--- config.mk ---
export PLATFORM = sky130hd
export DESIGN_NAME = real_capture_decimator_flat
export DESIGN_NICKNAME = d
export VERILOG_FILES = /design/src/rtl/real_capture_decimator_if.sv /design/src/rtl/real_capture_decimator.sv /design/src/flat_wrapper.sv
export SDC_FILE = /design/constraint.sdc
export NUM_CORES = 1
export LEC_CHECK = 0
export BUFFER_PORTS_ARGS = -buffer_cell sky130_fd_sc_hd__buf_2
export CAP_MARGIN = 20
export CORE_MARGIN = 4
export CORE_UTILIZATION = 52
export DETAILED_ROUTE_END_ITERATION = 16
export PLACE_DENSITY = 0.72
export SETUP_SLACK_MARGIN = 0.2
export SLEW_MARGIN = 20
export SYNTH_ARGS = -nofsm -noshare
export SYNTH_HDL_FRONTEND = slang
export SYNTH_SLANG_ARGS = --single-unit
export TNS_END_PERCENT = 20
--- constraint.sdc ---
create_clock -name clk -period 3.65 [get_ports clk]
set_input_delay 0.73 -clock clk [delete_from_list [all_inputs] [get_ports clk]]
set_output_delay 0.73 -clock clk [all_outputs]
set_load 0.01 [all_outputs]
--- src/rtl/real_capture_decimator_if.sv ---
// ---------------------------------------------------------------------------
// real_capture_decimator_if
// Output stream of the capture decimator toward the real-value dump stage.
//   val      : two's-complement fixed-point sample at FIFO head (bit pattern)
//   valid    : FIFO non-empty, val is meaningful
//   ready    : consumer accepts val this cycle
//   exponent : real value = val * 2^exponent, constant for a given build
// master = decimator side, slave = consumer side.
// ---------------------------------------------------------------------------
interface real_capture_decimator_if #(
    parameter int WIDTH = 18
);
    logic [WIDTH-1:0]  val;
    logic              valid;
    logic              ready;
    logic signed [7:0] exponent;

    modport master (output val, output valid, output exponent, input ready);
    modport slave  (input val, input valid, input exponent, output ready);
endinterface

--- src/rtl/real_capture_decimator.sv ---
// ---------------------------------------------------------------------------
// real_capture_decimator
// Waits for a trigger, then samples i_in_val every DECIM cycles for
// NUM_SAMPLES samples into a small FIFO drained over a valid/ready stream.
//
// Ports:
//   clk        : system clock, all state on rising edge
//   rst        : asynchronous reset, active-high
//   i_in_val   : fixed-point sample source (two's complement, WIDTH bits)
//   i_trig     : start request, level-sampled in IDLE only
//   o_busy     : high in CAPTURE or DRAIN
//   o_done     : one-cycle pulse at end of window
//   o_overflow : sticky, a due sample was dropped since the last accepted trig
//   m_out      : output stream (val/valid/ready/exponent)
//
// state   | meaning
// --------+---------------------------------------------------------------
// IDLE    | waiting for i_trig; leftover FIFO entries still drain
// CAPTURE | sampling every DECIM cycles until NUM_SAMPLES are due
// DRAIN   | no sampling, waiting for the FIFO to empty
// DONE    | o_done pulse, back to IDLE next edge
// ---------------------------------------------------------------------------
module real_capture_decimator #(
    parameter int WIDTH       = 18,
    parameter int EXPONENT    = -12,
    parameter int DECIM       = 4,
    parameter int NUM_SAMPLES = 256,
    parameter int FIFO_DEPTH  = 8
) (
    input  logic                              clk,
    input  logic                              rst,
    input  logic [WIDTH-1:0]                  i_in_val,
    input  logic                              i_trig,
    output logic                              o_busy,
    output logic                              o_done,
    output logic                              o_overflow,
    real_capture_decimator_if.master          m_out
);

    localparam int           AW       = $clog2(FIFO_DEPTH);
    localparam logic [AW:0]  FULL_CNT = (AW+1)'(FIFO_DEPTH);
    localparam logic [15:0]  DC_LAST  = 16'(DECIM - 1);
    localparam logic [15:0]  SC_LAST  = 16'(NUM_SAMPLES - 1);

    if (DECIM < 1 || DECIM > 65535) begin : g_bad_decim
        $error("DECIM must be in 1..65535");
    end
    if (NUM_SAMPLES < 1 || NUM_SAMPLES > 65535) begin : g_bad_num
        $error("NUM_SAMPLES must be in 1..65535");
    end
    if (FIFO_DEPTH < 2 || (FIFO_DEPTH & (FIFO_DEPTH - 1)) != 0) begin : g_bad_depth
        $error("FIFO_DEPTH must be a power of 2, at least 2");
    end

    typedef enum logic [1:0] {
        S_IDLE    = 2'd0,
        S_CAPTURE = 2'd1,
        S_DRAIN   = 2'd2,
        S_DONE    = 2'd3
    } state_t;

    state_t           r_state;
    state_t           w_state_next;
    logic [15:0]      r_dc;
    logic [15:0]      r_sc;
    logic             r_overflow;

    logic [WIDTH-1:0] r_mem [FIFO_DEPTH];
    logic [AW-1:0]    r_wr_ptr;
    logic [AW-1:0]    r_rd_ptr;
    logic [AW-1:0]    w_rd_ptr_next;
    logic [AW:0]      r_count;
    logic [AW:0]      w_count_after_pop;
    logic [AW:0]      w_count_next;
    logic [WIDTH-1:0] r_out_val;
    logic [WIDTH-1:0] w_head_next;
    logic             r_out_valid;

    logic             w_due;
    logic             w_last;
    logic             w_pop;
    logic             w_push;
    logic             w_drop;

    assign w_due  = (r_state == S_CAPTURE) && (r_dc == 16'd0);
    assign w_last = w_due && (r_sc == SC_LAST);
    assign w_pop  = r_out_valid && m_out.ready;
    // A pop in the same cycle frees the slot, so a full FIFO still accepts.
    assign w_push = w_due && ((r_count != FULL_CNT) || w_pop);
    assign w_drop = w_due && !w_push;

    assign w_count_after_pop = r_count - (AW+1)'(w_pop);
    assign w_count_next      = w_count_after_pop + (AW+1)'(w_push);
    assign w_rd_ptr_next     = r_rd_ptr + AW'(w_pop);

    // Next registered head. When the FIFO is (or becomes) empty before the
    // push, the new head is the sample being written this edge and is not in
    // memory yet, so bypass it from the input.
    always_comb begin
        w_head_next = r_out_val;
        if (w_count_next != '0) begin
            if (w_count_after_pop == '0) begin
                w_head_next = i_in_val;
            end else begin
                w_head_next = r_mem[w_rd_ptr_next];
            end
        end
    end

    always_comb begin
        w_state_next = r_state;
        case (r_state)
            S_IDLE: begin
                if (i_trig) begin
                    w_state_next = S_CAPTURE;
                end
            end
            S_CAPTURE: begin
                if (w_last) begin
                    w_state_next = S_DRAIN;
                end
            end
            S_DRAIN: begin
                if (w_count_after_pop == '0) begin
                    w_state_next = S_DONE;
                end
            end
            S_DONE: begin
                w_state_next = S_IDLE;
            end
            default: begin
                w_state_next = S_IDLE;
            end
        endcase
    end

    always_ff @(posedge clk or posedge rst) begin
        if (rst) begin
            r_state     <= S_IDLE;
            r_dc        <= '0;
            r_sc        <= '0;
            r_overflow  <= 1'b0;
            r_wr_ptr    <= '0;
            r_rd_ptr    <= '0;
            r_count     <= '0;
            r_out_val   <= '0;
            r_out_valid <= 1'b0;
        end else begin
            r_state     <= w_state_next;
            r_wr_ptr    <= r_wr_ptr + AW'(w_push);
            r_rd_ptr    <= w_rd_ptr_next;
            r_count     <= w_count_next;
            r_out_valid <= (w_count_next != '0);
            r_out_val   <= w_head_next;

            if (r_state == S_IDLE && i_trig) begin
                r_dc       <= '0;
                r_sc       <= '0;
                r_overflow <= 1'b0;
            end else if (r_state == S_CAPTURE) begin
                if (w_due) begin
                    r_sc <= r_sc + 16'd1;
                end
                r_dc <= (r_dc == DC_LAST) ? 16'd0 : r_dc + 16'd1;
                if (w_drop) begin
                    r_overflow <= 1'b1;
                end
            end
        end
    end

    // Storage needs no reset: occupancy and pointers define what is valid.
    always_ff @(posedge clk) begin
        if (w_push) begin
            r_mem[r_wr_ptr] <= i_in_val;
        end
    end

    assign o_busy         = (r_state == S_CAPTURE) || (r_state == S_DRAIN);
    assign o_done         = (r_state == S_DONE);
    assign o_overflow     = r_overflow;
    assign m_out.val      = r_out_val;
    assign m_out.valid    = r_out_valid;
    assign m_out.exponent = 8'(EXPONENT);

endmodule

--- src/flat_wrapper.sv ---
// flat-port wrapper written by rule: the top's interface ports become plain ports
module real_capture_decimator_flat 
#(
    parameter int WIDTH       = 18,
    parameter int EXPONENT    = -12,
    parameter int DECIM       = 4,
    parameter int NUM_SAMPLES = 256,
    parameter int FIFO_DEPTH  = 8
)
  (clk, rst, i_in_val, i_trig, o_busy, o_done, o_overflow, m_out_val, m_out_valid, m_out_exponent, m_out_ready);
  real_capture_decimator_if #(.WIDTH(WIDTH)) m_out_i ();
  input  logic clk;
  input  logic rst;
  input  logic [WIDTH-1:0] i_in_val;
  input  logic i_trig;
  output logic o_busy;
  output logic o_done;
  output logic o_overflow;
  output wire logic [$bits(m_out_i.val)-1:0] m_out_val;
  output wire logic [$bits(m_out_i.valid)-1:0] m_out_valid;
  output wire logic [$bits(m_out_i.exponent)-1:0] m_out_exponent;
  input wire logic [$bits(m_out_i.ready)-1:0] m_out_ready;
  assign m_out_val = m_out_i.val;
  assign m_out_valid = m_out_i.valid;
  assign m_out_exponent = m_out_i.exponent;
  assign m_out_i.ready = m_out_ready;
  real_capture_decimator #(.WIDTH(WIDTH), .EXPONENT(EXPONENT), .DECIM(DECIM), .NUM_SAMPLES(NUM_SAMPLES), .FIFO_DEPTH(FIFO_DEPTH)) u_core (.clk(clk), .rst(rst), .i_in_val(i_in_val), .i_trig(i_trig), .o_busy(o_busy), .o_done(o_done), .o_overflow(o_overflow), .m_out(m_out_i));
endmodule
==> impl_metrics.csv <==
group,metric,value,unit
run_status,status,"finished, final reports clean",
setup_path,worstSetupStartpoint,"u_core.r_state[1]",
sta,rsz0062_at_grt,"no",
setup_path,start_kind,"flip-flop",
clocking,cts.sinks,208,
grt,globalRouteOverflowTotal,0,
yosys,synth-async-reset-ratio,0.3077,
yosys,syn_area,8990,µm²
power,powerDensity,743.4,nW/µm²
yosys,synth-seq-cells,208,
sta,worst_pin_slew,0.8773,ns
setup_path,max_stage_delay,0.41,ns
layout,final_nets,638,
power,leakagePower,0.003924,µW
setup_path,critPathMostFrequentCell,"ha_1",
setup_path,arrival,3.58,ns
setup_path,r2r-start,"u_core.r_state[1]",
yosys,synthCells,530,
detailed_routing,drt_iter0_drc,376,
layout,design_area,10260,µm²
detailed_routing,wirelength,16770,µm
layout,final_cell_mix,"144 x edfxtp_1, 64 x dfrtp_1, 43 x buf_2, 42 x mux2_2, 36 x nor2_1",
grt,grt_first_pass_wirelength,27020,µm
setup_path,crit_path_end_kind,"flip-flop",
placed_design,io_buffers,43,
clocking,cts_buffers,23,
yosys,synth_edf_count,144,
setup_path,slowest_stage,"dfrtp_1",
detailed_routing,drc_errors,0,
sta,hold_violations,0,
yosys,synth_top_cell_area_share,0.4810,
setup_path,path_class,"reg -> reg",
detailed_routing,wl_met3,732,µm
clocking,postCtsHoldBufs,0,
sta,setup_violations,0,
detailed_routing,met1_length,7450,µm
placed_design,dpl_cell_area,9540,µm²
layout,n_antenna_cell,0,
sta,skew,0.01392,ns
layout,postLayoutCoreUtil,0.6124,
grt,antenna_found_initial,0,
run,drv_cap,0,
placed_design,gp_congestion,0.7686,
sta,min_period,3.198,ns
sta,worst_slack,0.4520,ns
layout,area_delta_synth_final,14.17,%
placed_design,dp_slack,0.3475,ns
worst_hold_path,holdCritPathClass,"in -> async",
yosys,synth_cell_types,45,
layout,final_common_cell,"edfxtp_1",
setup_path,cp_max_fo,19,
layout,fillers,1224,
clocking,cts_tree,"yes",
layout,layout-drive-gt1-share,0.2723,
grt,grt_max_degree,38,
detailed_routing,vias_per_cell,5.676,
floorplan,core,16760,µm²
grt,grt_pass1_vias,4970,
yosys,synth.largest_area_cell,"edfxtp_1",
sta,fin_tns_setup,0,ns
floorplan,die_w,139.5,µm
sta,timing.hold.ws,0.4042,ns
clocking,post_cts_buffers,0,
floorplan,start_util,0.5364,
detailed_routing,wl_per_cell,20.03,µm
clocking,cts_htree_levels,1,
placed_design,hpwl,10170,µm
setup_path,path_cells,"inv_1 > ha_1 > and4bb_2 > nand4_1 > nor2b_2 > ha_1 > nor3b_2 > xnor3_1 > nand2_2 > buf_12 > mux2_2",
yosys,syn_area_per_cell,16.96,µm²
detailed_routing,dr.pass1.iters,4,
floorplan,die_area,19460,µm²
clocking,insertion_delay,0.51,ns
yosys,ys.flop_type,"edfxtp_1",
sta,max_freq,0.3127,GHz
floorplan,pin_count,52,
sta,max_slew_margin,0.4143,
detailed_routing,vias,4751,
sta,drv_slew,0,
floorplan,die_h,139.5,µm
clocking,clk_path_buf_depth,3,
power,vdd_drop_max,0.0005528,V
clocking,cts_resized,0,
detailed_routing,ant_nets,0,
detailed_routing,met2_length,8341,µm
sta,period_share,0.8762,
yosys,yosysWarnings,0,
yosys,yosys-top-cells-area,"edfxtp_1 48%, dfrtp_1 18%, mux4_1 8.8%",
grt,grt_usage,0.1753,
clocking,path_clk_slew,0.06,ns
floorplan,std_cell_rows,47,
setup_path,worstPathRequired,4.04,ns
detailed_routing,top_layer,"met4",
clocking,root_buffer,"clkbuf_16",
yosys,ys_seq_area_frac,0.6592,
[sequential cells by signal (all words and copies together), names as in the netlist]
| register | flops |
|---|---|
| u_core.o_overflow | 1 |
| u_core.r_wr_ptr | 3 |
| u_core.r_mem | 144 |
| u_core.m_out.val | 18 |
| u_core.r_state | 2 |
| u_core.r_rd_ptr | 3 |
| u_core.m_out.valid | 1 |
| u_core.r_sc | 16 |
| u_core.r_count | 4 |
| u_core.r_dc | 16 |
[worst max-delay path: cells and delay by family (launching register included)]
| family | cells | cell delay, ns |
|---|---|---|
| xor gates and xnor gates | 1 | 0.39 |
| and+or+nand+nor | 5 | 1.04 |
| DFF | 1 | 0.41 |
| adders and majority gates | 2 | 0.57 |
| buffers and inverters | 2 | 0.32 |
| muxes | 1 | 0.35 |
[power by group]
part	switching [µW]	internal, µW
Sequential	88.6	2700
Clock	906	1270
Combinational	1080	1580
[final timing paths]
path,end,cells after the start,slack [ns]
min in group clk,u_core.o_overflow,2,0.50
worst min register to register,u_core.o_overflow,2,0.50
max in group asynchronous,u_core.r_sc[3],3,2.47
worst max register to register,u_core.m_out.val[1],11,0.45
worst min-delay path,u_core.m_out.val[5],2,0.40
worst max-delay path,u_core.m_out.val[1],11,0.45
[final cells by class]
cell class / instances / area [µm²] / area share
clock buffer: 32 / 619.3 / 0.06034
clock inverter: 10 / 101.3 / 0.009874
inverter: 20 / 75.07 / 0.007314
multi-input combinational: 283 / 2844 / 0.2771
sequential: 208 / 5926 / 0.5773
tap: 220 / 275.3 / 0.02682
timing repair buffer: 64 / 422.9 / 0.04120
[kinds of logic (layout without fill, tap and decap cells)]
group	after synthesis	count (layout)	synth area share
DFF	208	208	0.6592
and+or+nand+nor	117	117	0.06639
muxes	93	93	0.1788
buffers and inverters	45	126	0.02950
xor gates and xnor gates	29	29	0.02978
AOI/OAI and AO/OA	20	20	0.01322
adders and majority gates	16	16	0.02227
other	2	8	0.0008354
[synth_stat cells, drive strengths merged (2+ instances only)]
cell type,n
nand2b,3
inv,20
a21oi,10
xnor2,20
conb,2
nor2b,2
clkbuf,9
o21ai,5
nor2,37
mux2,55
nor3b,2
mux4,36
edfxtp,144
nor4,10
and4,3
or3,6
xor2,8
buf,16
nand2,16
mux2i,2
nand3,13
nor3,15
ha,16
nand4,6
dfrtp,64
and3,2
[metrics by stage]
stage / std cells / power (µW)
global route: 837 / 8005
finish: 837 / 7630
global placement: 795 / 5465
CTS: 837 / 7731
detailed placement: 795 / 5542
floorplan: 536 / 4973
[per-layer routing]
metal	vias up	global-route usage
met1	2459	0.2455
li1	2171	-
met4	0	0.04274
met5	-	0
met2	100	0.2929
met3	21	0.02710
Power figures use the tool's default switching activity.
